### config.mk
export PLATFORM = sky130hd
export DESIGN_NAME = pll_reconfig_seq_flat
export DESIGN_NICKNAME = d
export VERILOG_FILES = /design/src/rtl/pll_reconfig_if.sv /design/src/rtl/pll_reconfig_seq.sv /design/src/flat_wrapper.sv
export SDC_FILE = /design/constraint.sdc
export NUM_CORES = 1
export LEC_CHECK = 0
export CORE_MARGIN = 2
export CORE_UTILIZATION = 60
export CTS_BUF_LIST = sky130_fd_sc_hd__clkbuf_2 sky130_fd_sc_hd__clkbuf_4 sky130_fd_sc_hd__clkbuf_8
export DETAILED_ROUTE_END_ITERATION = 8
export PLACE_DENSITY_LB_ADDON = 0.1
export REMOVE_ABC_BUFFERS = 1
export SETUP_SLACK_MARGIN = 0.5
export SKIP_LAST_GASP = 1
export SLEW_MARGIN = 20
export SYNTH_ARGS = -nofsm -noshare
export SYNTH_HDL_FRONTEND = slang
export SYNTH_SLANG_ARGS = --single-unit
### constraint.sdc
create_clock -name clock -period 5 [get_ports clock]
set_input_delay 0.75 -clock clock [delete_from_list [all_inputs] [get_ports clock]]
set_output_delay 0.75 -clock clock [all_outputs]
set_load 0.05 [all_outputs]
### src/rtl/pll_reconfig_if.sv
// Request/response and PLL-side signal bundle for pll_reconfig_seq.
// master = command decode plus PLL model side, slave = the sequencer.
interface pll_reconfig_if #(
  parameter int CFG_WIDTH = 16
);
  logic                 req;
  logic [CFG_WIDTH-1:0] req_data;
  logic                 busy;
  logic                 done;
  logic                 error;
  logic                 err_sticky;
  logic [2:0]           retry_cnt;
  logic [CFG_WIDTH-1:0] pll_data;
  logic                 pll_trigger;
  logic                 pll_reset;
  logic                 pll_stable;
  logic                 pll_locked;

  modport master (
    output req, req_data, pll_stable, pll_locked,
    input  busy, done, error, err_sticky, retry_cnt, pll_data, pll_trigger, pll_reset
  );

  modport slave (
    input  req, req_data, pll_stable, pll_locked,
    output busy, done, error, err_sticky, retry_cnt, pll_data, pll_trigger, pll_reset
  );
endinterface

### src/rtl/pll_reconfig_seq.sv
// PLL reconfiguration sequencer: load word, trigger, wait stable/lock, settle, retry on timeout.
// Optional feature macro PLL_SEQ_SKIP_SAME_EN: skip the sequence when re-requesting the locked word.
module pll_reconfig_seq #(
  parameter int CFG_WIDTH     = 16,
  parameter int TIMEOUT_WIDTH = 20,
  parameter int SETTLE_CYCLES = 256,
  parameter int RST_CYCLES    = 4,
  parameter int MAX_RETRIES   = 3
) (
  input logic           clock,
  input logic           reset_n,
  pll_reconfig_if.slave bus
);
  localparam int CNT_W = $clog2(SETTLE_CYCLES + 1);
  localparam int RST_W = $clog2(RST_CYCLES + 1);

  localparam logic [TIMEOUT_WIDTH-1:0] TIMER_MAX   = {TIMEOUT_WIDTH{1'b1}};
  localparam logic [TIMEOUT_WIDTH-1:0] TIMER_ONE   = TIMEOUT_WIDTH'(1);
  localparam logic [CNT_W-1:0]         CNT_ONE     = CNT_W'(1);
  localparam logic [CNT_W-1:0]         SETTLE_LAST = CNT_W'(SETTLE_CYCLES);
  localparam logic [RST_W-1:0]         RST_ONE     = RST_W'(1);
  localparam logic [RST_W-1:0]         RST_LAST    = RST_W'(RST_CYCLES);
  localparam logic [2:0]               RETRY_LIMIT = 3'(MAX_RETRIES);

  typedef enum logic [2:0] {
    ST_IDLE     = 3'd0,
    ST_TRIG     = 3'd1,
    ST_WAIT_STB = 3'd2,
    ST_WAIT_LCK = 3'd3,
    ST_SETTLE   = 3'd4,
    ST_RETRY    = 3'd5,
    ST_DONE     = 3'd6,
    ST_FAIL     = 3'd7
  } state_t;

  state_t                 state_r;
  logic                   busy_r;
  logic                   done_r;
  logic                   error_r;
  logic                   err_sticky_r;
  logic [2:0]             retry_cnt_r;
  logic [CFG_WIDTH-1:0]   pll_data_r;
  logic                   pll_trigger_r;
  logic                   pll_reset_r;
  logic [TIMEOUT_WIDTH-1:0] timer_r;
  logic [CNT_W-1:0]       settle_cnt_r;
  logic [RST_W-1:0]       rst_cnt_r;

`ifdef PLL_SEQ_SKIP_SAME_EN
  logic                   last_valid_r;
  logic [CFG_WIDTH-1:0]   last_data_r;
  logic                   skip_r;
  logic                   skip_ok_s;

  assign skip_ok_s = last_valid_r && (last_data_r == bus.req_data) && bus.pll_locked;
`endif

  function automatic logic [TIMEOUT_WIDTH-1:0] sat_inc(input logic [TIMEOUT_WIDTH-1:0] v);
    if (v == TIMER_MAX) begin
      sat_inc = v;
    end else begin
      sat_inc = v + TIMER_ONE;
    end
  endfunction

  // Sequencer FSM; every output is a register written here.
  always_ff @(posedge clock or negedge reset_n) begin
    if (!reset_n) begin
      state_r       <= ST_IDLE;
      busy_r        <= 1'b0;
      done_r        <= 1'b0;
      error_r       <= 1'b0;
      err_sticky_r  <= 1'b0;
      retry_cnt_r   <= 3'd0;
      pll_data_r    <= {CFG_WIDTH{1'b0}};
      pll_trigger_r <= 1'b0;
      pll_reset_r   <= 1'b0;
      timer_r       <= {TIMEOUT_WIDTH{1'b0}};
      settle_cnt_r  <= {CNT_W{1'b0}};
      rst_cnt_r     <= {RST_W{1'b0}};
`ifdef PLL_SEQ_SKIP_SAME_EN
      last_valid_r  <= 1'b0;
      last_data_r   <= {CFG_WIDTH{1'b0}};
      skip_r        <= 1'b0;
`endif
    end else begin
      done_r        <= 1'b0;
      error_r       <= 1'b0;
      pll_trigger_r <= 1'b0;
      case (state_r)
        ST_IDLE: begin
          if (bus.req) begin
            pll_data_r   <= bus.req_data;
            retry_cnt_r  <= 3'd0;
            err_sticky_r <= 1'b0;
            busy_r       <= 1'b1;
            state_r      <= ST_TRIG;
`ifdef PLL_SEQ_SKIP_SAME_EN
            skip_r        <= skip_ok_s;
            pll_trigger_r <= ~skip_ok_s;
`else
            pll_trigger_r <= 1'b1;
`endif
          end else begin
            busy_r <= 1'b0;
          end
        end
        ST_TRIG: begin
          timer_r      <= {TIMEOUT_WIDTH{1'b0}};
          settle_cnt_r <= {CNT_W{1'b0}};
          rst_cnt_r    <= {RST_W{1'b0}};
`ifdef PLL_SEQ_SKIP_SAME_EN
          if (skip_r) begin
            skip_r  <= 1'b0;
            done_r  <= 1'b1;
            state_r <= ST_DONE;
          end else begin
            state_r <= ST_WAIT_STB;
          end
`else
          state_r <= ST_WAIT_STB;
`endif
        end
        ST_WAIT_STB: begin
          if (bus.pll_stable) begin
            timer_r <= {TIMEOUT_WIDTH{1'b0}};
            state_r <= ST_WAIT_LCK;
          end else if (timer_r == TIMER_MAX) begin
            state_r <= ST_RETRY;
          end else begin
            timer_r <= sat_inc(timer_r);
          end
        end
        ST_WAIT_LCK: begin
          if (bus.pll_locked) begin
            settle_cnt_r <= CNT_ONE;
            timer_r      <= sat_inc(timer_r);
            state_r      <= ST_SETTLE;
          end else if (timer_r == TIMER_MAX) begin
            state_r <= ST_RETRY;
          end else begin
            timer_r <= sat_inc(timer_r);
          end
        end
        ST_SETTLE: begin
          // Timer is not cleared on lock: a lock that keeps dropping still ends in a retry.
          if (settle_cnt_r == SETTLE_LAST) begin
            done_r  <= 1'b1;
            state_r <= ST_DONE;
          end else if (timer_r == TIMER_MAX) begin
            state_r <= ST_RETRY;
          end else if (bus.pll_locked) begin
            timer_r      <= sat_inc(timer_r);
            settle_cnt_r <= settle_cnt_r + CNT_ONE;
          end else begin
            timer_r      <= sat_inc(timer_r);
            settle_cnt_r <= {CNT_W{1'b0}};
          end
        end
        ST_RETRY: begin
          if (retry_cnt_r == RETRY_LIMIT) begin
            error_r      <= 1'b1;
            err_sticky_r <= 1'b1;
            state_r      <= ST_FAIL;
`ifdef PLL_SEQ_SKIP_SAME_EN
            last_valid_r <= 1'b0;
`endif
          end else if (rst_cnt_r == RST_LAST) begin
            pll_reset_r   <= 1'b0;
            rst_cnt_r     <= {RST_W{1'b0}};
            retry_cnt_r   <= retry_cnt_r + 3'd1;
            pll_trigger_r <= 1'b1;
            state_r       <= ST_TRIG;
          end else begin
            pll_reset_r <= 1'b1;
            rst_cnt_r   <= rst_cnt_r + RST_ONE;
          end
        end
        ST_DONE: begin
          busy_r  <= 1'b0;
          state_r <= ST_IDLE;
`ifdef PLL_SEQ_SKIP_SAME_EN
          last_valid_r <= 1'b1;
          last_data_r  <= pll_data_r;
`endif
        end
        ST_FAIL: begin
          busy_r  <= 1'b0;
          state_r <= ST_IDLE;
        end
        default: begin
          busy_r      <= 1'b0;
          pll_reset_r <= 1'b0;
          state_r     <= ST_IDLE;
        end
      endcase
    end
  end

  assign bus.busy        = busy_r;
  assign bus.done        = done_r;
  assign bus.error       = error_r;
  assign bus.err_sticky  = err_sticky_r;
  assign bus.retry_cnt   = retry_cnt_r;
  assign bus.pll_data    = pll_data_r;
  assign bus.pll_trigger = pll_trigger_r;
  assign bus.pll_reset   = pll_reset_r;
endmodule
### src/flat_wrapper.sv
// flat-port wrapper written by rule: the top's interface ports become plain ports
module pll_reconfig_seq_flat 
#(
  parameter int CFG_WIDTH     = 16,
  parameter int TIMEOUT_WIDTH = 20,
  parameter int SETTLE_CYCLES = 256,
  parameter int RST_CYCLES    = 4,
  parameter int MAX_RETRIES   = 3
)
  (clock, reset_n, bus_req, bus_req_data, bus_pll_stable, bus_pll_locked, bus_busy, bus_done, bus_error, bus_err_sticky, bus_retry_cnt, bus_pll_data, bus_pll_trigger, bus_pll_reset);
  pll_reconfig_if #(.CFG_WIDTH(CFG_WIDTH)) bus_i ();
  input logic clock;
  input logic reset_n;
  input wire logic [$bits(bus_i.req)-1:0] bus_req;
  input wire logic [$bits(bus_i.req_data)-1:0] bus_req_data;
  input wire logic [$bits(bus_i.pll_stable)-1:0] bus_pll_stable;
  input wire logic [$bits(bus_i.pll_locked)-1:0] bus_pll_locked;
  output wire logic [$bits(bus_i.busy)-1:0] bus_busy;
  output wire logic [$bits(bus_i.done)-1:0] bus_done;
  output wire logic [$bits(bus_i.error)-1:0] bus_error;
  output wire logic [$bits(bus_i.err_sticky)-1:0] bus_err_sticky;
  output wire logic [$bits(bus_i.retry_cnt)-1:0] bus_retry_cnt;
  output wire logic [$bits(bus_i.pll_data)-1:0] bus_pll_data;
  output wire logic [$bits(bus_i.pll_trigger)-1:0] bus_pll_trigger;
  output wire logic [$bits(bus_i.pll_reset)-1:0] bus_pll_reset;
  assign bus_i.req = bus_req;
  assign bus_i.req_data = bus_req_data;
  assign bus_i.pll_stable = bus_pll_stable;
  assign bus_i.pll_locked = bus_pll_locked;
  assign bus_busy = bus_i.busy;
  assign bus_done = bus_i.done;
  assign bus_error = bus_i.error;
  assign bus_err_sticky = bus_i.err_sticky;
  assign bus_retry_cnt = bus_i.retry_cnt;
  assign bus_pll_data = bus_i.pll_data;
  assign bus_pll_trigger = bus_i.pll_trigger;
  assign bus_pll_reset = bus_i.pll_reset;
  pll_reconfig_seq #(.CFG_WIDTH(CFG_WIDTH), .TIMEOUT_WIDTH(TIMEOUT_WIDTH), .SETTLE_CYCLES(SETTLE_CYCLES), .RST_CYCLES(RST_CYCLES), .MAX_RETRIES(MAX_RETRIES)) u_core (.clock(clock), .reset_n(reset_n), .bus(bus_i));
endmodule
==> impl_summary.log <==
[metrics] run status: completed
[metrics] Pleak: 1.68 nW
[metrics] Reg-to-Reg End: u_core.timer_r[11]$_DFFE_PN0P_
[metrics] Antenna Diode Count: 0
[metrics] met1 Usage GRT: 0.321
[metrics] wire length of the first global-routing pass: 11.4 mm
[metrics] number of top-level design ports: 46
[metrics] sequential share of the synthesized area: 0.480
[metrics] DRC violation count after routing: 0
[metrics] vias in the first global route: 2481
[metrics] required time at the worst-slack endpoint: 5.25 ns
[metrics] worst-path cell chain: or3b_4 > a21oi_4 > o22ai_1 > buf_4 > or4_1 > a21oi_1
[metrics] Final Hold Violating Endpoints: 0
[metrics] grt peak-use layer: met2
[metrics] power per standard cell area: 539 nW/µm²
[metrics] number of nets in the layout: 430
[metrics] final standard cell utilization of the core: 0.750
[metrics] clock tree from TritonCTS: yes
[metrics] Routed Wire Length: 6.70 mm
[metrics] GR Layer Usage met3: 0.0557
[metrics] Post-DP HPWL: 4.65 mm
[metrics] start point of the worst min-delay path: u_core.bus.pll_data[15]$_DFFE_PN0P_
[metrics] Synth Flop Type: sky130_fd_sc_hd__dfrtp_1
[metrics] fraction of registers with async set/reset: 1.00
[metrics] pin count of the biggest net entering global routing: 61
[metrics] Die H: 76.2 µm
[metrics] final count of pins violating max slew: 0
[metrics] Final Skew: 0.00960 ns
[metrics] number of routed nets with antenna violations: 0
[metrics] number of cells on the worst hold path: 2
[metrics] area added between synthesis and finish: 21.8%
[metrics] Yosys warning total: 0
[metrics] tightest slew margin relative to the limit: 0.344
[metrics] post-synthesis instance area: 3130 µm²
[metrics] share of the clock period used by the worst path: 0.515
[metrics] worst vdd ir: 413 µV
[metrics] RSZ-0062 raised after global routing: no
[metrics] internal reg-to-reg setup slack: 2.42 ns
[metrics] starting utilization of the core area: 0.616
[metrics] Yosys cell types: 51
[metrics] source of the worst register-to-register timing path: u_core.state_r[2]$_DFFE_PN0P_
[metrics] core area: 5070 µm²
[metrics] Final TNS setup: 0 ns
[metrics] number of sinks on the clock net: 60
[metrics] Die Area: 5800 µm²
[metrics] CP delay by family, top: simple AND/OR/NAND/NOR gates
[metrics] GPL Wtd Cong: 0.860
[metrics] total global routing track utilization: 0.243
[metrics] global route overflow: 0
[metrics] kind of start point of the critical path: register
[metrics] Tmin final: 2.58 ns
[metrics] buffers added on ports: 45
[metrics] total clock buffers created by CTS: 9
[metrics] die boundary width: 76.2 µm
[metrics] critical path arrival: 2.83 ns
[metrics] count of H-tree levels built during CTS: 3
[metrics] Max Fanout on Critical Path: 26
[metrics] flop and latch count out of synthesis: 60
[metrics] Min-Delay Path Class: register to register
[metrics] root cell of the clock tree: sky130_fd_sc_hd__clkbuf_8
[metrics] met2 routing resource usage after global routing: 0.396
[metrics] buffer levels on the longest clock path: 2
[metrics] cells on worst reg2reg path: 6
[metrics] Vias/cell: 5.71
[metrics] Worst setup EP type: register
[metrics] via count: 2719
[metrics] WS Path Type: register to register
[metrics] number of buffers inserted for hold repair after clock tree synthesis: 0
[metrics] clock insertion delay at the later pin of the skew report: 0.33 ns
[metrics] cell with the largest stage delay on the worst path: sky130_fd_sc_hd__dfrtp_1
[metrics] clock edge transition at the registers on the reported setup and hold paths: 0.06 ns
[metrics] count of flip-flops with a built-in enable after synthesis: 0
[metrics] Resized cells post-CTS: 0
[metrics] MaxCap Viol Count: 0
[metrics] Post CTS Setup Buffer Count: 0
[metrics] max incr delay on CP: 0.83 ns
[metrics] number of antenna violations at the first check in global routing: 0
[metrics] synthesized area divided by synthesized cell count: 8.76 µm²
[metrics] share of post-route cells with drive strength above 1: 0.0739
[metrics] transition time at the pin with the least slew margin: 0.975 ns
[metrics] upper clock frequency limit: 388 MHz
[metrics] WL/cell: 14.1 µm
[metrics] Gate Count Post-Synth: 357
[metrics] combined buffer and inverter count along the critical path: 1
[metrics] DR pass1 iterations: 4
[metrics] number of placement rows: 26
[metrics] iteration-0 DRC count of the detailed router: 165
[metrics] post-layout power: 2.05 mW
[metrics] final setup vio count: 0
[metrics] terminating pin of the worst hold path: u_core.bus.pll_data[15]$_DFFE_PN0P_
[worst max path at each step]
stage,slack [ns],startpoint,cells past startpoint,endpoint
finish,2.42,u_core.state_r[2]$_DFFE_PN0P_,6,u_core.timer_r[11]$_DFFE_PN0P_
global route,2.29,u_core.state_r[2]$_DFFE_PN0P_,6,u_core.timer_r[11]$_DFFE_PN0P_
CTS,2.44,u_core.state_r[2]$_DFFE_PN0P_,6,u_core.timer_r[11]$_DFFE_PN0P_
detailed placement,2.44,bus_pll_locked,5,u_core.settle_cnt_r[8]$_DFFE_PN0P_
global placement,2.12,bus_pll_stable,5,u_core.timer_r[12]$_DFFE_PN0P_
floorplan,2.63,u_core.state_r[2]$_DFFE_PN0P_,5,u_core.timer_r[11]$_DFFE_PN0P_
[where the power goes]
group          switching (mW)  internal, mW
Clock                   0.177         0.214
Sequential              0.124         0.592
Combinational           0.627         0.318
[registers in the layout, indices dropped and copies added, names as in the netlist]
name                    cells
u_core.timer_r             20
u_core.bus.pll_data        16
u_core.settle_cnt_r         9
u_core.bus.retry_cnt        3
u_core.rst_cnt_r            3
u_core.state_r              3
u_core.bus.busy             1
u_core.bus.done             1
u_core.bus.err_sticky       1
u_core.bus.error            1
u_core.bus.pll_reset        1
u_core.bus.pll_trigger      1
[synth_stat cells, drive strengths merged, types with 5 or more instances]
master	count	area share
or3	5	0.010
o31ai	7	0.018
nand3	24	0.038
inv	13	0.016
ha	7	0.028
a41oi	5	0.014
buf	5	0.0084
a21oi	26	0.045
nand2	80	0.096
clkbuf	9	0.011
nor2	33	0.040
dfrtp	60	0.48
or4	5	0.012
o21ai	17	0.027
nand4	6	0.012
[routing by layer]
| layer | share of wire | wire length, µm | up-vias |
|---|---|---|---|
| met4 | 0.015 | 102 | 0 |
| met5 | 0 | 0 | - |
| met1 | 0.46 | 3070 | 1304 |
| li1 | - | - | 1357 |
| met2 | 0.49 | 3290 | 48 |
| met3 | 0.036 | 239 | 10 |
[through the flow]
| stage | hold slack, ns | std cells | setup WS (ns) | area, µm² |
|---|---|---|---|---|
| after floorplan | 0.454 | 343 | 2.63 | 3070 |
| after global placement | 0.457 | 461 | 2.12 | 3630 |
| after detailed placement | 0.462 | 461 | 2.44 | 3630 |
| after CTS | 0.477 | 476 | 2.44 | 3810 |
| after global routing | 0.499 | 476 | 2.29 | 3810 |
| final | 0.475 | 476 | 2.42 | 3810 |
[worst min-delay path, cell delays in order (launching register included)]
cell and delay, ns:
sky130_fd_sc_hd__dfrtp_1 0.34, sky130_fd_sc_hd__nand2_1 0.05, sky130_fd_sc_hd__nand2_1 0.05
[final cells by class]
type                            instances  area (µm²)
Clock buffer                           13         166
Fill cell                             393        1270
Inverter                               13        48.8
Multi-Input combinational cell        270        1530
Clock inverter                          2        10.0
Tap cell                               70        87.6
Sequential cell                        60        1500
Timing Repair Buffer                   48         468
[cells in the final DEF (no fill, tap or decap), types with 2 or more instances in the layout]
| cell type | netlist | routed |
|---|---|---|
| sky130_fd_sc_hd__o211a_1 | 2 | 2 |
| sky130_fd_sc_hd__clkbuf_8 | 0 | 11 |
| sky130_fd_sc_hd__o22ai_1 | 3 | 3 |
| sky130_fd_sc_hd__nor4b_2 | 2 | 3 |
| sky130_fd_sc_hd__nand4_1 | 6 | 6 |
| sky130_fd_sc_hd__nand3b_1 | 2 | 2 |
| sky130_fd_sc_hd__mux2i_1 | 3 | 3 |
| sky130_fd_sc_hd__a21oi_1 | 25 | 24 |
| sky130_fd_sc_hd__nor2_1 | 33 | 33 |
| sky130_fd_sc_hd__ha_1 | 7 | 7 |
| sky130_fd_sc_hd__clkdlybuf4s50_1 | 0 | 44 |
| sky130_fd_sc_hd__a22o_1 | 4 | 4 |
| sky130_fd_sc_hd__o21ai_1 | 4 | 4 |
| sky130_fd_sc_hd__clkbuf_4 | 0 | 2 |
| sky130_fd_sc_hd__clkinv_2 | 0 | 2 |
| sky130_fd_sc_hd__a41oi_1 | 5 | 5 |
| sky130_fd_sc_hd__a211oi_2 | 2 | 2 |
| sky130_fd_sc_hd__a21o_1 | 4 | 4 |
| sky130_fd_sc_hd__or3_1 | 5 | 5 |
| sky130_fd_sc_hd__xnor2_1 | 2 | 2 |
| sky130_fd_sc_hd__inv_1 | 13 | 13 |
| sky130_fd_sc_hd__o31ai_1 | 6 | 6 |
| sky130_fd_sc_hd__nor3_1 | 3 | 3 |
| sky130_fd_sc_hd__o21ai_0 | 13 | 13 |
| sky130_fd_sc_hd__or4_1 | 5 | 5 |
| sky130_fd_sc_hd__a221oi_1 | 2 | 2 |
| sky130_fd_sc_hd__and3_1 | 4 | 4 |
| sky130_fd_sc_hd__buf_4 | 1 | 3 |
| sky130_fd_sc_hd__dfrtp_1 | 60 | 60 |
| sky130_fd_sc_hd__nand2b_1 | 3 | 3 |
| sky130_fd_sc_hd__a31oi_1 | 2 | 2 |
| sky130_fd_sc_hd__nand3_1 | 24 | 24 |
| sky130_fd_sc_hd__nand2_1 | 80 | 80 |
[cell families (layout without fill, tap and decap cells)]
kind of cell / after synthesis / in the layout / share of synthesized area
muxes: 3 / 3 / 0.00960
AOI/OAI and AO/OA: 83 / 83 / 0.180
DFF: 60 / 60 / 0.480
adders and majority gates: 7 / 7 / 0.0280
xor gates and xnor gates: 3 / 3 / 0.00840
and+or+nand+nor: 174 / 174 / 0.259
buffers and inverters: 27 / 76 / 0.0348
Note: power is estimated with default switching activity, not from simulation.
